## src/rtl/reg_execute_skid.sv

```systemverilog
// Decode->execute pipeline register with a 2-entry skid buffer.
// in_ready comes straight from a flop, so execute back-pressure (out_ready)
// never reaches decode combinationally. A flush drops everything held and
// presents a NOP bubble on the next cycle.
//
// state   | meaning
// --------+---------------------------------------------------------
// S_EMPTY | nothing held, q_opcode shows NOP
// S_ONE   | main entry drives q_*, skid entry free (in_ready=1)
// S_FULL  | main drives q_*, skid holds the next instr (in_ready=0)
module reg_execute_skid #(
  parameter int unsigned      OPCODE_W   = 5,
  parameter int unsigned      SCALAR_W   = 32,
  parameter int unsigned      IMM_W      = 8,
  parameter int unsigned      VEC_LANES  = 8,
  parameter int unsigned      LANE_W     = 8,
  parameter int unsigned      WB_W       = 3,
  parameter logic [OPCODE_W-1:0] NOP_OPCODE = 5'b10100
) (
  input  logic                          clk,
  input  logic                          reset,
  input  logic                          flush,
  input  logic                          in_valid,
  output logic                          in_ready,
  input  logic [OPCODE_W-1:0]           d_opcode,
  input  logic [SCALAR_W-1:0]           d_reg1_data,
  input  logic [SCALAR_W-1:0]           d_reg2_data,
  input  logic [IMM_W-1:0]              d_immediate,
  input  logic [VEC_LANES*LANE_W-1:0]   d_vec1_data,
  input  logic [VEC_LANES*LANE_W-1:0]   d_vec2_data,
  input  logic [WB_W-1:0]               d_wb_register,
  output logic                          out_valid,
  input  logic                          out_ready,
  output logic [OPCODE_W-1:0]           q_opcode,
  output logic [SCALAR_W-1:0]           q_reg1_data,
  output logic [SCALAR_W-1:0]           q_reg2_data,
  output logic [IMM_W-1:0]              q_immediate,
  output logic [VEC_LANES*LANE_W-1:0]   q_vec1_data,
  output logic [VEC_LANES*LANE_W-1:0]   q_vec2_data,
  output logic [WB_W-1:0]               q_wb_register,
  output logic                          skid_full
);

  localparam int unsigned VEC_W   = VEC_LANES * LANE_W;
  localparam int unsigned INSTR_W = OPCODE_W + 2 * SCALAR_W + IMM_W + 2 * VEC_W + WB_W;

  // Encoding is {out_valid, skid_valid}; 2'b01 is unreachable.
  typedef enum logic [1:0] {
    S_EMPTY = 2'b00,
    S_ONE   = 2'b10,
    S_FULL  = 2'b11
  } state_e;

  state_e               state_q, state_d;
  logic [INSTR_W-1:0]   main_q, main_d;
  logic [INSTR_W-1:0]   skid_q, skid_d;
  logic [INSTR_W-1:0]   d_instr;
  logic [OPCODE_W-1:0]  main_opcode;
  logic                 accept;
  logic                 fire;

  assign d_instr = {d_opcode, d_reg1_data, d_reg2_data, d_immediate,
                    d_vec1_data, d_vec2_data, d_wb_register};

  assign out_valid = state_q[1];
  assign in_ready  = ~state_q[0];
  assign skid_full = state_q[0];

  assign accept = in_valid & in_ready;
  assign fire   = out_valid & out_ready;

  assign {main_opcode, q_reg1_data, q_reg2_data, q_immediate,
          q_vec1_data, q_vec2_data, q_wb_register} = main_q;

  // The opcode alone is masked to NOP while invalid; other fields keep their last value.
  assign q_opcode = out_valid ? main_opcode : NOP_OPCODE;

  // Next-state and entry-load decisions; flush beats everything except reset.
  always_comb begin
    state_d = state_q;
    main_d  = main_q;
    skid_d  = skid_q;
    if (flush) begin
      state_d = S_EMPTY;
    end else begin
      case (state_q)
        S_EMPTY: begin
          if (accept) begin
            state_d = S_ONE;
            main_d  = d_instr;
          end
        end
        S_ONE: begin
          if (accept && fire) begin
            main_d = d_instr;
          end else if (accept) begin
            state_d = S_FULL;
            skid_d  = d_instr;
          end else if (fire) begin
            state_d = S_EMPTY;
          end
        end
        S_FULL: begin
          if (fire) begin
            state_d = S_ONE;
            main_d  = skid_q;
          end
        end
        default: state_d = S_EMPTY;
      endcase
    end
  end

  // State and both entries; reset invalidates immediately.
  always_ff @(posedge clk or negedge reset) begin
    if (!reset) begin
      state_q <= S_EMPTY;
      main_q  <= '0;
      skid_q  <= '0;
    end else begin
      state_q <= state_d;
      main_q  <= main_d;
      skid_q  <= skid_d;
    end
  end

`ifndef SYNTHESIS
  // A held skid entry without a valid main entry would reorder instructions.
  always_ff @(posedge clk) begin
    if (reset) assert (!(state_q[0] && !state_q[1]));
  end
`endif

endmodule
```

## config.mk

```make
export PLATFORM = sky130hd
export DESIGN_NAME = reg_execute_skid
export DESIGN_NICKNAME = d
export VERILOG_FILES = /design/src/rtl/reg_execute_skid.sv
export SDC_FILE = /design/constraint.sdc
export NUM_CORES = 1
export LEC_CHECK = 0
export BUFFER_PORTS_ARGS = -buffer_cell sky130_fd_sc_hd__buf_2
export CAP_MARGIN = 20
export CORE_MARGIN = 1
export CORE_UTILIZATION = 38
export DETAILED_ROUTE_END_ITERATION = 10
export HOLD_SLACK_MARGIN = 0.05
export PLACE_DENSITY_LB_ADDON = 0.3
export REMOVE_ABC_BUFFERS = 1
export SYNTH_ARGS = -nofsm -noshare
export SYNTH_HDL_FRONTEND = slang
export SYNTH_SLANG_ARGS = --single-unit
export TNS_END_PERCENT = 5
```

## constraint.sdc

```tcl
create_clock -name clk -period 2.8 [get_ports clk]
set_clock_uncertainty 0.15 [all_clocks]
set_input_delay 0.42 -clock clk [delete_from_list [all_inputs] [get_ports clk]]
set_output_delay 0.42 -clock clk [all_outputs]
set_load 0.01 [all_outputs]
```

### Word level (Yosys, flattened, before mapping)

Cells that the tools add are included.
W data, S select, Z words.

| storage, ports and cells | value |
|---|---|
| flip-flop bits (word level) | 418 |
| input port bits | 213 |
| output and inout bits | 211 |
| logic and storage cells | 35 |

| operators by class | value |
|---|---|
| eq/ne operators | 9 |
| muxes and demuxes | 12 |
| bitwise operators | 5 |
| reductions and logical operators | 6 |

Operator list:

| kind | count |
|---|---|
| $mux W208 | 3 |
| $pmux W208 S3 | 1 |
| $mux W2 | 6 |
| $ne A3 B3 Y1 const B | 3 |
| $reduce_and A4 Y1 | 2 |
| $ne A2 B2 Y1 const B | 3 |
| $pmux W2 S3 | 1 |
| $mux W5 | 1 |
| $reduce_and A5 Y1 | 1 |
| $eq A2 B2 Y1 const B | 2 |
| $ne A4 B4 Y1 const B | 1 |
| $not A1 Y1 | 3 |
| $reduce_bool A3 Y1 | 1 |
| $and A1 B1 Y1 | 2 |
| $logic_not A2 Y1 | 1 |
| $logic_and A1 B1 Y1 | 1 |

### Logic depth before layout (Yosys ltp)

Gate-level depths: netlist of the first run.

| depth | value |
|---|---|
| word-level depth | 6 |
| mapped depth | 8 |
| depth with buffers taken out | 6 |

### Least setup slack after synthesis of the first run

Ideal clock, no wire load.

| timing | value |
|---|---|
| path type | reg-to-reg |
| start | register state_q[1] |
| end | register main_q[151] |
| setup time | 125 ps |
| arrival time | 2029 ps |
| path slack | 496 ps |
| stages on the path, launching flop included | 7 |
| buffers on the path | 3 |
| cells stage by stage | dfrtp_1 > ha_1 > buf_2 > buf_4 > clkbuf_1 > mux2_2 > mux2_4 |

| on the way | value |
|---|---|
| longest elaborated chain between the ends | 4 |
| elaborated cells between the ends (all ways) | 11 |
| those cells by class | eq/ne (5); mux (1); bitwise (1); reduce/logical (4) |

Ends and longest elaborated chain:

| element | line | source |
|---|---|---|
| start: declaration | 54 | `state_e state_q, state_d;` |
| start signal: assignment | 121 | `state_q <= state_d;` |
| $and A1 B1 Y1 | 70 | `assign fire = out_valid & out_ready;` |
| $logic_and A1 B1 Y1 | 94 | `if (accept && fire) begin` |
| $ne A2 B2 Y1 (no line) | -- |  |
| $reduce_and A5 Y1 (no line) | -- |  |
| end signal: assignment | 122 | `main_q <= main_d;` |
| end: declaration | 55 | `logic [INSTR_W-1:0] main_q, main_d;` |

Parallel ways exist; a longest one is shown, timed or not.
A chain may end at the register's enable or synchronous reset.

### Worst setup path in the final report of the first run

| timing | value |
|---|---|
| start | register state_q[1] |
| end | register main_q[164] |

Same word-level chain as after synthesis.

==> out/metrics.cfg, run 1 <==
[clock_network]
h-tree-depth = 2
cts_resized = 0
tritoncts = yes
numCtsBuffers = 46
insertion_delay_ns = 0.56
holdBufCountCts = 210
post-cts-setup-buffers = 0
clockBufferDepth = 3
cts_root_buffer = clkbuf_16
clock_sinks = 418
path_clk_slew_ns = 0.06

[detailed_routing]
drc = 0
avgViaCountPerCell = 4.68
first_pass_iters = 4
routedWlPerCell_um = 17.6
totalWireLength_mm = 43.9
drtIter0Drc = 373
vias = 11700
postRouteAntennaNets = 0

[timing]
slew_headroom = 0.259
fmax_ghz = 0.365
rsz0062_at_grt = no
hold_slack_ns = 0.153
period_minus_slack_ns = 2.74
maxSlewViolCount = 0
worstMarginPinSlew_ns = 1.11
setup_slack_ns = 0.0623
final-setup-viol-count = 0
hold_viol = 0
timing.final.crit_share = 0.978

[run_status]
outcome = finished clean

[critical_path]
worstSetupStartpointType = flip-flop
critPathCaptureType = flip-flop
crit_arrival_ns = 3.03
cp_cell_sequence = inv_1, ha_1, nor2_1, nand3_4, buf_12, mux2_4
crit_family = flip-flops
cp_slowest_stage_delay_ns = 0.57
crit_type = flip-flop to flip-flop
critPathMaxFanout = 116
critical_path_required_ns = 3.09
critPathBufInv = 2
crit_slowest_cell = dfrtp_1

[placed_design]
numPortBuffers = 423
gp_congestion = 0.763
dp.cells = 2208
pre_cts_ws_ns = 0.256
hpwl_mm = 28.4

[layout]
areaGrowthSynthToFinish_pct = 25.7
layout-drive-gt1-share = 0.637
post-route-util = 0.488
layoutNonFillerInstCount = 2501
nNetsFinal = 2003

[global_route]
grt_pass1_wl_mm = 70.2
antenna_found_initial = 2
grt_overflow = 0
grt_max_degree = 117
grt_pass1_vias = 12900
track_usage = 0.163

[hold_path]
hp-class = input port to flip-flop

[synthesis]
yosysWarnings = 0
synth_top_family_by_area = multiplexers
synth-compound-area-share = 0.00149
synthMuxAreaShare = 0.373
synth_ff_type = dfrtp_1
synth_edf_count = 0
syn_avg_cell_area_um2 = 15.0
synthXorXnorAreaFrac = 0.000436
ys_types = 26
ys_seq_area_frac = 0.520
yosys.area_share.simple = 0.00454
ys_async_sr_fraction = 1.00
syn_inst = 1343
synthAdderAreaFrac = 0.00249
synth-seq-cells = 418
syn_area_um2 = 20100

[pwr]
powerDensity_nw_per_um2 = 1010
p_total_uw = 25400
vdd.ir_drop.worst_uv = 567
leakage_uw = 0.0118

[die]
die_h_um = 232
die_w_um = 232
ios = 424
core_um2 = 51800
start_util = 0.388
rows = 83
die-area_um2 = 53800

[job]
max-cap-violations = 0

==> metal layers <==
metal,vias to the layer above,global-route usage,share of wire
met1,5935,0.204,0.43
met5,-,0,0
met3,90,0.0363,0.053
met4,0,0.0654,0.032
li1,5390,-,-
met2,296,0.272,0.48
==> placed cells by master, fill, tap and decap left out, drive strengths merged <==
cell type	instances
nand2b	3
buf	457
nand4b	1
mux2i	2
clkinv	7
o21ai	2
mux2	624
ha	4
a22oi	1
and2	3
nand2	2
dfrtp	418
or2b	2
inv	3
nor2	1
clkinvlp	2
a21boi	1
nor2b	1
bufinv	2
diode	2
dlygate4sd3	210
clkbuf	70
xnor2	1
nand3	2
==> synth_stat cells (2+ instances only) <==
master | count | area share
and2_1 | 3 | 0.00093
buf_1 | 9 | 0.0017
buf_2 | 41 | 0.010
buf_4 | 205 | 0.077
buf_6 | 13 | 0.0073
clkbuf_1 | 3 | 0.00056
dfrtp_1 | 418 | 0.52
ha_1 | 4 | 0.0025
inv_1 | 3 | 0.00056
mux2_2 | 504 | 0.28
mux2_4 | 120 | 0.090
mux2i_1 | 2 | 0.0010
nand2b_1 | 3 | 0.00093
nand3_1 | 2 | 0.00050
or2b_1 | 2 | 0.00075
==> worst register-to-register path: stages, from the launching register on <==
cell and delay (ns):
dfrtp_1 0.57, inv_1 0.13, ha_1 0.23, nor2_1 0.26, nand3_4 0.15, buf_12 0.23
mux2_4 0.89
==> power breakdown <==
part / internal [µW] / total, µW / switching, µW
logic: 5090 / 8590 / 3500
registers: 9120 / 10700 / 1600
clock network: 3720 / 6130 / 2400
==> cell type report <==
cell class / instances / area (µm²)
Tap cell: 680 / 851
Antenna cell: 2 / 5.00
Timing Repair Buffer: 667 / 4680
Clock inverter: 11 / 110
Sequential cell: 418 / 10500
Clock buffer: 70 / 1450
Multi-Input combinational cell: 650 / 7700
Inverter: 3 / 11.3
Fill cell: 4419 / 26600
==> kinds of logic after synthesis <==
family,count (synthesis)
compound gates,4
xor+xnor,1
fa+ha+maj,4
buf+inv,275
flops,418
mux,626
simple gates,15
==> path summary, 6_finish.rpt <==
path                       slack [ns]   startpoint  depth (start not counted)           to
min                              0.15     in_valid                          4   state_q[0]
min in group asynchronous        0.25        reset                          2  main_q[136]
max in group asynchronous        1.35        reset                          3   main_q[74]
max                              0.06   state_q[1]                          6  main_q[164]
min reg2reg                      0.35  main_q[206]                          1  main_q[206]
max reg2reg                      0.06   state_q[1]                          6  main_q[164]
==> metrics by stage <==
step | area, µm² | setup TNS [ns]
global route | 25300 | 0
floorplan | 18100 | -3428.16
global placement | 21600 | 0
finish | 25300 | 0
CTS | 25300 | 0
detailed placement | 21600 | 0
==> registers in the layout, indices dropped and copies added, names as in the netlist <==
register / flops
skid_q: 208
state_q: 2
main_q: 208
Power figures use the tool's default switching activity.
==> run 2: changes to the inputs <==
--- a/config.mk
+++ b/config.mk
@@ -5,10 +5,10 @@
 export SDC_FILE = /design/constraint.sdc
 export NUM_CORES = 1
 export LEC_CHECK = 0
-export BUFFER_PORTS_ARGS = -buffer_cell sky130_fd_sc_hd__buf_2
+export BUFFER_PORTS_ARGS = -buffer_cell sky130_fd_sc_hd__clkbuf_2
 export CAP_MARGIN = 20
 export CORE_MARGIN = 1
-export CORE_UTILIZATION = 38
+export CORE_UTILIZATION = 50
 export DETAILED_ROUTE_END_ITERATION = 10
 export HOLD_SLACK_MARGIN = 0.05
 export PLACE_DENSITY_LB_ADDON = 0.3
==> constraint.sdc (replaced) <==
create_clock -name clk -period 2.5 [get_ports clk]
set_clock_uncertainty 0.15 [all_clocks]
set_input_delay 0.375 -clock clk [delete_from_list [all_inputs] [get_ports clk]]
set_output_delay 0.375 -clock clk [all_outputs]
set_load 0.01 [all_outputs]
==> out/metrics.cfg, run 2 (synthesis gave the netlist of run 1 again) <==
[run_status]
outcome = finished clean

[clock_network]
insertion_delay_ns = 0.56  ; about the same
h-tree-depth = 2  ; unchanged
clock_sinks = 418  ; unchanged
cts_root_buffer = clkbuf_16
path_clk_slew_ns = 0.06  ; about the same
holdBufCountCts = 210  ; unchanged
numCtsBuffers = 44  ; -4.3%
cts_resized = 0  ; unchanged
post-cts-setup-buffers = 0  ; unchanged
clockBufferDepth = 3  ; unchanged
tritoncts = yes

[placed_design]
hpwl_mm = 29.0  ; +2.2%
gp_congestion = 0.813  ; +6.5%
placed_cell_area_um2 = 21600  ; +0.14%
numPortBuffers = 423  ; unchanged

[timing]
final-setup-viol-count = 0  ; unchanged
fin_setup_tns_ns = 0  ; unchanged
hold_viol = 0  ; unchanged
rsz0062_at_grt = no
fmax_ghz = 0.435  ; +19%
slew_headroom = 0.619  ; +0.360
timing.final.crit_share = 0.920  ; -0.0576
maxSlewViolCount = 0  ; unchanged
period_minus_slack_ns = 2.30  ; -0.437 ns
worstMarginPinSlew_ns = 0.572  ; -0.539 ns

[die]
rows = 73  ; -12%
core_um2 = 39700  ; -23%
die-area_um2 = 41000  ; -24%
die_w_um = 203  ; -13%
die_h_um = 203  ; -13%
ios = 424  ; unchanged
start_util = 0.506  ; +0.118

[critical_path]
crit_slowest_cell = dfrtp_1
cp_slowest_stage_delay_ns = 0.49  ; -0.08 ns
critPathCaptureType = flip-flop
critical_path_required_ns = 2.79  ; -0.30 ns
worstSetupStartpointType = flip-flop
crit_type = flip-flop to flip-flop
crit_arrival_ns = 2.59  ; -0.44 ns
cp_cell_sequence = inv_1, ha_1, nand4b_1, buf_12, buf_4, mux2_2
reg2reg_slack_ns = 0.20  ; +0.14 ns
critPathMaxFanout = 18  ; -84%

[global_route]
grt_max_degree = 62  ; -47%
track_usage = 0.216  ; +0.0535
grt_pass1_wl_mm = 70.8  ; +0.86%
grt_pass1_vias = 13100  ; +1.6%
grt_overflow = 0  ; unchanged
antenna_found_initial = 1  ; -1

[job]
max-cap-violations = 0  ; unchanged

[detailed_routing]
vias = 11900  ; +1.8%
first_pass_iters = 4  ; unchanged
totalWireLength_mm = 43.8  ; -0.26%
drtIter0Drc = 374  ; +0.27%
avgViaCountPerCell = 5.07  ; +8.2%
routedWlPerCell_um = 18.6  ; +6.1%
postRouteAntennaNets = 0  ; unchanged
drc = 0  ; unchanged

[pwr]
powerDensity_nw_per_um2 = 1120  ; +11%
vdd.ir_drop.worst_uv = 695  ; +23%
leakage_uw = 0.0119  ; +0.76%

[layout]
reg_top3 = main_q (208), skid_q (208), state_q (2)
layout-drive-gt1-share = 0.636  ; -0.000800
multi_input_area_um2 = 7700  ; unchanged
nNetsFinal = 2016  ; +0.65%
final_area_um2 = 25100  ; -0.74%
final-seq-area_um2 = 10500  ; unchanged
num-fill-cells = 2895  ; -34%
final_cell_mix = mux2_2, clkbuf_2, dfrtp_1
areaGrowthSynthToFinish_pct = 24.8
final_common_cell = mux2_2

[hold_path]
hp-class = input port to flip-flop

## run 2: cell count changes in the layout (fill, tap and decap cells not counted), moves of 4 or more
cell,before,now
clkbuf_2,0,422
buf_4,18,24
buf_12,16,25
clkbuf_8,14,9
buf_2,422,0
clkbuf_1,7,11
clkbuf_16,49,45
## run 2: final timing paths
path                             start          end  cells after the start
max in group asynchronous        reset   skid_q[81]                      3
hold / removal                in_valid   state_q[0]                      4
setup reg to reg            state_q[0]   skid_q[72]                      6
setup / recovery            state_q[0]   skid_q[72]                      6
min in group asynchronous        reset  main_q[134]                      2
hold reg to reg            skid_q[155]  skid_q[155]                      1
## run 2: final cells by class
cell class / instances / share of cell area
sequential: 418 / 0.417
tap: 525 / 0.0262
clock inverter: 8 / 0.00195
inverter: 3 / 0.000449
clock buffer: 65 / 0.0515
multi-input combinational: 650 / 0.307
timing repair buffer: 682 / 0.196
antenna: 1 / 0.0000998
## run 2: power by group
group          internal [µW]  total [µW]  leakage, µW  switching [µW]
clock network           3550        6170     0.000656            2620
registers              10200       12100      0.00497            1910
logic                   5790        9760      0.00623            3960
## run 2: stage by stage
stage,power (µW),hold WS [ns],std cells,util,setup slack [ns]
floorplan,16900,-0.0706,1071,-,-10.63
global placement,21200,0.233,2068,0.545,0.216
detailed placement,21700,0.231,2068,0.545,0.210
CTS,28300,0.0721,2351,0.631,0.197
global route,29600,0.129,2352,0.631,0.0303
finish,28100,0.116,2352,0.631,0.200
## run 2: worst max-delay path, delay by kind of cell, from the launching register on
family                   cells  cell delay (ns)
adder cells (fa/ha/maj)      1             0.25
buffers and inverters        3             0.63
flip-flops                   1             0.49
multiplexers                 1             0.37
AND/OR/NAND/NOR              1             0.29
## run 2: layer usage
metal  track usage  share of wire  up-vias
met5             0              0        -
met1         0.275           0.43     6072
met3        0.0445          0.049      110
met4        0.0994          0.040        0
li1              -              -     5410
met2         0.357           0.48      325
